--- src/rtl/eth_parser_pkg.sv ---
// Shared Ethernet parser types: MAC/VLAN typedefs and the per-frame metadata record.
// ETH_META_TIMESTAMP_EN appends a 32-bit ts_start field to the record.
package eth_parser_pkg;

   localparam int META_MAX_VLAN = 2;
   localparam int VLAN_CNT_W    = $clog2(META_MAX_VLAN + 1);

   typedef logic [47:0] mac_addr_t;
   typedef logic [11:0] vlan_id_t;
`ifdef ETH_META_TIMESTAMP_EN
   typedef logic [31:0] ts_t;
`endif

   typedef struct packed {
      mac_addr_t                         dest_mac;
      mac_addr_t                         src_mac;
      logic [VLAN_CNT_W-1:0]             vlan_count;
      vlan_id_t [META_MAX_VLAN-1:0]      vlan_tags;
      logic                              vlan_ovf;
      logic                              is_ipv4;
      logic                              is_ipv6;
      logic                              is_arp;
      logic                              is_unknown;
`ifdef ETH_META_TIMESTAMP_EN
      ts_t                               ts_start;
`endif
   } eth_meta_rec_t;

endpackage

--- src/rtl/meta_sync_fifo.sv ---
// Generic single-clock FIFO with full/empty/level; reads are combinational from the head.
module meta_sync_fifo #(
   parameter int WIDTH = 8,
   parameter int DEPTH = 4
) (
   input  logic                     clk,
   input  logic                     rst,
   input  logic                     wr_en,
   input  logic [WIDTH-1:0]         wr_data,
   input  logic                     rd_en,
   output logic [WIDTH-1:0]         rd_data,
   output logic                     full,
   output logic                     empty,
   output logic [$clog2(DEPTH):0]   level
);

   localparam int AW = $clog2(DEPTH);
   localparam int LW = AW + 1;

   logic [WIDTH-1:0] mem [DEPTH];
   logic [AW-1:0]    wr_ptr;
   logic [AW-1:0]    rd_ptr;
   logic             wr_ok;
   logic             rd_ok;

   assign full    = (level == LW'(DEPTH));
   assign empty   = (level == '0);
   assign rd_ok   = rd_en && !empty;
   // A write into a full FIFO is legal only when the head leaves in the same cycle.
   assign wr_ok   = wr_en && (!full || rd_ok);
   assign rd_data = empty ? '0 : mem[rd_ptr];

   always_ff @(posedge clk) begin
      if (wr_ok) begin
         mem[wr_ptr] <= wr_data;
      end
   end

   always_ff @(posedge clk) begin
      if (rst) begin
         wr_ptr <= '0;
         rd_ptr <= '0;
         level  <= '0;
      end else begin
         if (wr_ok) begin
            wr_ptr <= wr_ptr + 1'b1;
         end
         if (rd_ok) begin
            rd_ptr <= rd_ptr + 1'b1;
         end
         case ({wr_ok, rd_ok})
            2'b10:   level <= level + 1'b1;
            2'b01:   level <= level - 1'b1;
            default: level <= level;
         endcase
      end
   end

endmodule

--- src/rtl/metadata_queue_packager.sv ---
// Per-frame metadata capture (MACs, stacked VLANs, protocol flags) queued onto a valid/ready stream.
// Optional ETH_META_TIMESTAMP_EN adds a free-running cycle counter latched at frame_start.
module metadata_queue_packager
   import eth_parser_pkg::*;
#(
   parameter int DEPTH    = 4,
   parameter int MAX_VLAN = META_MAX_VLAN,
   parameter int CNT_W    = 16
) (
   input  logic                    clk,
   input  logic                    rst,
   input  logic                    frame_start,
   input  logic                    frame_end,
   input  mac_addr_t               dest_mac,
   input  mac_addr_t               src_mac,
   input  logic                    vlan_tag_valid,
   input  vlan_id_t                vlan_tag,
   input  logic                    proto_valid,
   input  logic                    is_ipv4,
   input  logic                    is_ipv6,
   input  logic                    is_arp,
   input  logic                    is_unknown,
   output eth_meta_rec_t           m_metadata,
   output logic                    m_valid,
   input  logic                    m_ready,
   output logic [$clog2(DEPTH):0]  fifo_level,
   output logic [CNT_W-1:0]        drop_cnt,
   output logic [CNT_W-1:0]        abort_cnt
);

   localparam logic [0:0] ST_IDLE     = 1'b0;
   localparam logic [0:0] ST_IN_FRAME = 1'b1;

   function automatic logic [CNT_W-1:0] sat_inc(input logic [CNT_W-1:0] c);
      return (c == '1) ? c : c + 1'b1;
   endfunction

   logic [0:0]                    state_q;
   logic [VLAN_CNT_W-1:0]         vlan_count_q;
   logic                          vlan_ovf_q;
   vlan_id_t [META_MAX_VLAN-1:0]  tags_q;

   logic [VLAN_CNT_W-1:0]         cur_count;
   logic                          cur_ovf;
   vlan_id_t [META_MAX_VLAN-1:0]  cur_tags;

   logic          in_frame;
   logic          single_cycle;
   logic          accept_tag;
   logic          eval_push;
   logic          push;
   logic          pop;
   logic          drop;
   logic          abort;
   logic          fifo_full;
   logic          fifo_empty;
   eth_meta_rec_t rec;

`ifdef ETH_META_TIMESTAMP_EN
   ts_t ts_cnt_q;
   ts_t ts_start_q;
`endif

   assign in_frame     = (state_q == ST_IN_FRAME);
   assign single_cycle = !in_frame && frame_start && frame_end;
   assign accept_tag   = vlan_tag_valid && (in_frame || single_cycle);
   assign eval_push    = frame_end && (in_frame || frame_start);
   assign pop          = m_valid && m_ready;
   assign push         = eval_push && proto_valid && (!fifo_full || pop);
   assign drop         = eval_push && !push;
   assign abort        = in_frame && frame_start && !frame_end;

   // Tag view for the frame being closed, including a tag arriving alongside frame_end.
   always_comb begin
      cur_count = in_frame ? vlan_count_q : '0;
      cur_ovf   = in_frame ? vlan_ovf_q   : 1'b0;
      cur_tags  = in_frame ? tags_q       : '0;
      if (accept_tag) begin
         if (cur_count < VLAN_CNT_W'(MAX_VLAN)) begin
            for (int i = 0; i < META_MAX_VLAN; i++) begin
               if (VLAN_CNT_W'(i) == cur_count) begin
                  cur_tags[i] = vlan_tag;
               end
            end
            cur_count = cur_count + 1'b1;
         end else begin
            cur_ovf = 1'b1;
         end
      end
   end

   always_comb begin
      rec            = '0;
      rec.dest_mac   = dest_mac;
      rec.src_mac    = src_mac;
      rec.vlan_count = cur_count;
      rec.vlan_tags  = cur_tags;
      rec.vlan_ovf   = cur_ovf;
      rec.is_ipv4    = is_ipv4;
      rec.is_ipv6    = is_ipv6;
      rec.is_arp     = is_arp;
      rec.is_unknown = is_unknown;
`ifdef ETH_META_TIMESTAMP_EN
      rec.ts_start   = in_frame ? ts_start_q : ts_cnt_q;
`endif
   end

   always_ff @(posedge clk) begin
      if (rst) begin
         state_q      <= ST_IDLE;
         vlan_count_q <= '0;
         vlan_ovf_q   <= 1'b0;
         tags_q       <= '0;
         drop_cnt     <= '0;
         abort_cnt    <= '0;
      end else begin
         if (frame_start) begin
            vlan_count_q <= '0;
            vlan_ovf_q   <= 1'b0;
            tags_q       <= '0;
            state_q      <= single_cycle ? ST_IDLE : ST_IN_FRAME;
         end else if (in_frame) begin
            vlan_count_q <= cur_count;
            vlan_ovf_q   <= cur_ovf;
            tags_q       <= cur_tags;
            if (frame_end) begin
               state_q <= ST_IDLE;
            end
         end
         if (drop) begin
            drop_cnt <= sat_inc(drop_cnt);
         end
         if (abort) begin
            abort_cnt <= sat_inc(abort_cnt);
         end
      end
   end

`ifdef ETH_META_TIMESTAMP_EN
   always_ff @(posedge clk) begin
      if (rst) begin
         ts_cnt_q   <= '0;
         ts_start_q <= '0;
      end else begin
         ts_cnt_q <= ts_cnt_q + 1'b1;
         if (frame_start) begin
            ts_start_q <= ts_cnt_q;
         end
      end
   end
`endif

   meta_sync_fifo #(
      .WIDTH ($bits(eth_meta_rec_t)),
      .DEPTH (DEPTH)
   ) u_fifo (
      .clk     (clk),
      .rst     (rst),
      .wr_en   (push),
      .wr_data (rec),
      .rd_en   (m_ready),
      .rd_data (m_metadata),
      .full    (fifo_full),
      .empty   (fifo_empty),
      .level   (fifo_level)
   );

   assign m_valid = !fifo_empty;

endmodule
--- config.mk ---
export PLATFORM = sky130hd
export DESIGN_NAME = metadata_queue_packager
export DESIGN_NICKNAME = d
export VERILOG_FILES = /design/src/rtl/eth_parser_pkg.sv /design/src/rtl/meta_sync_fifo.sv /design/src/rtl/metadata_queue_packager.sv
export SDC_FILE = /design/constraint.sdc
export NUM_CORES = 1
export LEC_CHECK = 0
export BUFFER_PORTS_ARGS = -buffer_cell sky130_fd_sc_hd__buf_2
export CAP_MARGIN = 15
export CORE_UTILIZATION = 55
export CTS_CLUSTER_SIZE = 8
export DETAILED_ROUTE_END_ITERATION = 10
export PLACE_DENSITY = 0.76
export SYNTH_ARGS = -nofsm -noshare
export SYNTH_HDL_FRONTEND = slang
export SYNTH_SLANG_ARGS = --single-unit
--- constraint.sdc ---
create_clock -name clk -period 6.3 [get_ports clk]
set_clock_uncertainty 0.15 [all_clocks]
set_input_delay 0 -clock clk [delete_from_list [all_inputs] [get_ports clk]]
set_output_delay 0 -clock clk [all_outputs]
set_load 0.1 [all_outputs]
==> flow_metrics.env, run 1 <==
export IMPL_maxCapViolCount=0
export IMPL_arrival_ns=3.52
export IMPL_path_max_fanout=64
export IMPL_hp_class="input pin to register"
export IMPL_initial_core_util_pct=55.7
export IMPL_avgViaCountPerCell=5.69
export IMPL_slowest_delay_ns=0.94
export IMPL_start_kind="register"
export IMPL_pwr_density_cell_mw_per_mm2=439
export IMPL_setup_viol=0
export IMPL_final_common_cell="edfxtp_1"
export IMPL_drive_gt1_share_pct=30.1
export IMPL_fin_area_mm2=0.0285
export IMPL_fin_crit_sh_pct=54.6
export IMPL_fmax_mhz=291
export IMPL_hold_buffers=144
export IMPL_drt_wl_total_um=48900
export IMPL_async_reset_ff_share_pct=0
export IMPL_drc=0
export IMPL_cts_tree="done"
export IMPL_cts_resized=0
export IMPL_path_clk_slew_ns=0.05
export IMPL_io_pins=282
export IMPL_worstPathRequired_ns=6.38
export IMPL_timing_setup_tns_ns=0
export IMPL_crit_type="register to register"
export IMPL_hold_viol=0
export IMPL_grt_max_degree=78
export IMPL_core_area_mm2=0.0408
export IMPL_synthCells=1280
export IMPL_leakage_nw=10.0
export IMPL_antenna_found_initial=0
export IMPL_path_cells="buf_4, o21ai_0, nor3_1, and2_4, buf_12"
export IMPL_diodes=0
export IMPL_grt_pass1_wl_um=73900
export IMPL_syn_num_nets=1410
export IMPL_cts_sinks=577
export IMPL_die_x_um=205
export IMPL_hpwl_um=26300
export IMPL_nets=1869
export IMPL_final_cell_mix="508 x edfxtp_1, 281 x buf_2, 146 x dlygate4sd3_1"
export IMPL_netlist_area_mm2=0.0228
export IMPL_ys_seq_area_share_pct=73.1
export IMPL_post_cts_repair_setup_buffers=0
export IMPL_hold_start="dest_mac[20]"
export IMPL_rsz0062_at_grt="no"
export IMPL_num_vias=13100
export IMPL_root_buffer="clkbuf_16"
export IMPL_synth_edf_count=508
export IMPL_cp_top_family="simple AND/OR/NAND/NOR gates"
export IMPL_tightest_slew_ns=1.03
export IMPL_r2r_start="in_frame$_SDFF_PP0_"
export IMPL_finish_utilization_pct=69.7
export IMPL_rows=74
export IMPL_track_usage_pct=23.4
export IMPL_ant_nets=0
export IMPL_die_area_mm2=0.0422
export IMPL_critPathBufInv=2
export IMPL_status="finished clean"
export IMPL_grt_pass1_vias=13500
export IMPL_synth_cell_types=57
export IMPL_ys_ff_latch=577
export IMPL_cp_startpoint="in_frame$_SDFF_PP0_"
export IMPL_gp_congestion=0.771
export IMPL_avgSynthCellArea_um2=17.8
export IMPL_final_max_slew_viol_count=0
export IMPL_worst_setup_path_end_kind="register"
export IMPL_cts_made_buffers=82
export IMPL_grt_overflow_total=0
export IMPL_num_fill_cells=2554
export IMPL_syn_to_final_growth_pct=25.1
export IMPL_dr_first_iter_drc_count=807
export IMPL_finalCriticalPeriod_ns=3.44
export IMPL_clockBufferDepth=3
export IMPL_place_area_mm2=0.0247
export IMPL_yosysWarnings=0
export IMPL_cpMaxStageDelayCell="and2_4"
export IMPL_dr_pass1_iters=7
export IMPL_synth_main_ff_cell="edfxtp_1"
export IMPL_die_y_um=205
export IMPL_relSlewSlack_pct=31.0
export IMPL_wire_per_inst_um=21.2
export IMPL_vdd_ir_drop_max_mv=0.281
export IMPL_portBuffers=281
export IMPL_clock_latency_ns=0.59
export IMPL_h_tree_depth=3
stage by stage:
step / hold slack, ns / setup slack (ns) / std cells / power (mW)
2_1_floorplan: -0.0511 / 0.951 / 1280 / 7.92
4_1_cts: 0.000868 / 2.78 / 2302 / 12.6
3_3_place_gp: 0.0625 / 2.86 / 2041 / 8.60
5_1_grt: 0.00146 / 2.56 / 2304 / 12.9
3_5_place_dp: 0.0654 / 2.80 / 2041 / 8.62
6_report: 0.00510 / 2.86 / 2304 / 12.5
per-layer routing:
| layer | GRT usage [%] | vias up | share of wire, % |
|---|---|---|---|
| met5 | 0 | - | 0 |
| met4 | 6.69 | 0 | 1.9 |
| met3 | 6.64 | 78 | 7.7 |
| met2 | 39.2 | 503 | 51 |
| met1 | 29.8 | 6591 | 40 |
| li1 | - | 5931 | - |
sequential cells by signal, indices dropped and copies added, names as in the netlist, named ones only:
name           count
vlan_count_q       2
in_frame           1
tags_q            24
u_fifo.rd_ptr      2
u_fifo.level       3
u_fifo.mem       508
drop_cnt          16
u_fifo.wr_ptr      2
abort_cnt         16
vlan_ovf_q         1
path summary, 6_finish.rpt:
path | depth (start not counted) | slack [ns] | endpoint
setup / recovery | 5 | 2.86 | u_fifo.mem[2][79]$_DFFE_PP_
hold / removal | 2 | 0.005 | u_fifo.mem[0][99]$_DFFE_PP_
setup reg to reg | 5 | 2.86 | u_fifo.mem[2][79]$_DFFE_PP_
hold reg to reg | 2 | 0.30 | tags_q[9]$_SDFFE_PP0P_
report_power, final:
| part | total, mW | internal (mW) | switching (mW) |
|---|---|---|---|
| Clock | 3.88 | 2.38 | 1.50 |
| Sequential | 4.32 | 4.23 | 0.0851 |
| Combinational | 4.29 | 0.901 | 3.39 |
cell families (layout without fill, tap and decap cells):
kind of cell	after synthesis	in the layout	synth area share, %
fa+ha+maj	11	11	0.638
simple gates	351	351	8.41
flops	577	577	73.1
mux	136	136	13.0
compound gates	120	120	3.21
xor+xnor	5	5	0.193
buf+inv	80	572	1.41
Yosys cell counts (all sizes together) (5+ instances only):
cell type	n	area, um2
and2	133	832
edfxtp	508	15300
nand3	11	55.1
nand2b	5	31.3
o31ai	9	67.6
a211oi	5	37.5
o21ai	33	165
mux4	127	2860
or4	9	67.6
and4	5	43.8
clkbuf	42	159
inv	14	52.6
nand2	107	402
nor2b	10	62.6
mux2	7	78.8
or3	6	38.8
nor3	7	40.0
buf	24	110
dfxtp	69	1380
nor2	32	120
a21oi	52	260
a31oi	5	31.3
nand4	7	50.1
ha	10	125
cell type report:
cell class	instances	area [um2]	area share, %
flip-flops and latches	577	16600	58.5
inverters	14	52.6	0.185
clock inverters	6	77.6	0.273
multi-input cells	623	5810	20.4
repair buffers	441	3040	10.7
clock buffers	111	2180	7.67
well taps	532	666	2.34
(Power assumes the default switching activity.)
==> inputs of run 2 (changes only) <==
--- a/config.mk
+++ b/config.mk
@@ -7,7 +7,7 @@
 export LEC_CHECK = 0
 export BUFFER_PORTS_ARGS = -buffer_cell sky130_fd_sc_hd__buf_2
 export CAP_MARGIN = 15
-export CORE_UTILIZATION = 55
+export CORE_UTILIZATION = 52
 export CTS_CLUSTER_SIZE = 8
 export DETAILED_ROUTE_END_ITERATION = 10
 export PLACE_DENSITY = 0.76
==> constraint.sdc (replaced) <==
create_clock -name clk -period 2.9 [get_ports clk]
set_clock_uncertainty 0.15 [all_clocks]
set_input_delay 0 -clock clk [delete_from_list [all_inputs] [get_ports clk]]
set_output_delay 0 -clock clk [all_outputs]
set_load 0.1 [all_outputs]
==> flow_metrics.env, run 2 (synthesis results as in run 1) <==
export IMPL_hold_viol=0
export IMPL_final_max_slew_viol_count=0
export IMPL_drc=0
export IMPL_maxCapViolCount=0
export IMPL_crit_type="register to output port"
export IMPL_holdWs_ns=0.0143
export IMPL_nets=1876
export IMPL_cts_sinks=577
export IMPL_fmax_mhz=372
export IMPL_grt_max_degree=130
export IMPL_grt_pass1_wl_um=75900
export IMPL_tightest_slew_ns=0.923
export IMPL_start_kind="register"
export IMPL_initial_core_util_pct=52.8
export IMPL_drt_wl_total_um=49300
export IMPL_top_register="u_fifo.mem"
export IMPL_setup_viol=0
export IMPL_grt_pass1_vias=13900
export IMPL_hp_class="input pin to register"
export IMPL_leakage_nw=10.1
export IMPL_hold_start="src_mac[14]"
export IMPL_cts_tree="done"
export IMPL_relSlewSlack_pct=38.2
export IMPL_cts_made_buffers=82
export IMPL_dr_first_iter_drc_count=928
export IMPL_timing_setup_tns_ns=0
export IMPL_drive_gt1_share_pct=31.1
export IMPL_worst_setup_path_end_kind="output port"
export IMPL_arrival_ns=2.54
export IMPL_wire_per_inst_um=20.9
export IMPL_rsz0062_at_grt="no"
export IMPL_avgViaCountPerCell=5.60
export IMPL_num_vias=13200
export IMPL_status="finished clean"
export IMPL_core_area_mm2=0.0431
export IMPL_die_x_um=211
export IMPL_gp_congestion=0.772
export IMPL_pwr_density_cell_mw_per_mm2=949
export IMPL_rows=76
export IMPL_clock_latency_ns=0.60
export IMPL_fin_cells=2355
export IMPL_clockBufferDepth=3
export IMPL_fin_crit_sh_pct=92.6
export IMPL_ant_nets=0
export IMPL_post_cts_repair_setup_buffers=0
export IMPL_final_cell_mix="508 x edfxtp_1, 281 x buf_2, 141 x dlygate4sd3_1"
export IMPL_track_usage_pct=22.4
export IMPL_antenna_found_initial=2
export IMPL_path_clk_slew_ns=0.05
export IMPL_path_max_fanout=46
export IMPL_hpwl_um=27800
export IMPL_portBuffers=281
export IMPL_h_tree_depth=3
export IMPL_dp_cells=2106
export IMPL_largest_register_ffs=508
export IMPL_num_fill_cells=2869
export IMPL_grt_overflow_total=0
export IMPL_r2r_start="in_frame$_SDFF_PP0_"
export IMPL_reg_largest_list="u_fifo.mem (508), tags_q (24)"
export IMPL_die_y_um=211
export IMPL_finalCriticalPeriod_ns=2.69
export IMPL_finish_utilization_pct=66.7
export IMPL_root_buffer="clkbuf_16"
export IMPL_io_pins=282
export IMPL_vdd_ir_drop_max_mv=0.708
export IMPL_worstPathRequired_ns=2.75
export IMPL_final_common_cell="edfxtp_1"
export IMPL_dr_pass1_iters=7
export IMPL_die_area_mm2=0.0446
export IMPL_syn_to_final_growth_pct=26.2
==> run 2: cell types whose count changed in the layout (fill, tap and decap cells not counted), sizes merged <==
cell / before / now
clkinvlp: 1 / 0
inv: 17 / 18
bufinv: 0 / 1
diode: 0 / 2
dlygate4sd3: 146 / 141
buf: 295 / 307
clkbuf: 111 / 99
==> run 2: metrics by stage <==
stage | area, um2 | setup WS (ns) | total power, mW
3_5_place_dp | 25000 | 0.508 | 18.9
5_1_grt | 28700 | 0.0928 | 28.1
3_3_place_gp | 25000 | 0.615 | 18.8
4_1_cts | 28700 | 0.147 | 27.5
2_1_floorplan | 22800 | 0.0949 | 17.2
6_report | 28700 | 0.213 | 27.3
==> run 2: path summary, 6_finish.rpt <==
path	end	slack, ns	cells after the start
setup / recovery	m_metadata[89]	0.21	4
hold / removal	u_fifo.mem[3][45]$_DFFE_PP_	0.01	2
setup reg to reg	tags_q[4]$_SDFFE_PP0P_	0.27	7
hold reg to reg	tags_q[10]$_SDFFE_PP0P_	0.31	2
==> run 2: worst max-delay path: stages (launching register included) <==
cell,delay (ns)
dfxtp_4,0.48
buf_12,0.36
mux4_2,0.57
and2_1,0.19
buf_2,0.29
==> run 2: final cells by class <==
cell class                      instances  area [um2]  area share (%)
Antenna cell                            2        5.00          0.0174
Inverter                               14        52.6           0.183
Sequential cell                       577       16600            58.0
Timing Repair Buffer                  448        3220            11.2
Clock buffer                           99        2160            7.51
Multi-Input combinational cell        623        5810            20.2
Tap cell                              585         732            2.55
Clock inverter                          7        98.8           0.344
==> run 2: what timing repair did <==
item	CTS	global route
resized for setup	0	1
setup endpoints to repair	0	2
hold endpoints to repair	577	0
hold buffers	141	0
==> run 2: power breakdown <==
part | switching, mW | internal (mW)
Sequential | 0.101 | 9.20
Combinational | 7.47 | 2.04
Clock | 3.21 | 5.24
Total | 10.8 | 16.5
==> run 2: metal layers <==
layer	routed length, um	GRT usage [%]	share of wire, %	up-vias
li1	-	-	-	5918
met1	19800	28.4	40	6734
met2	24900	37.6	51	458
met3	3570	6.02	7.2	79
met4	1020	7.27	2.1	0
met5	0	0	0	-
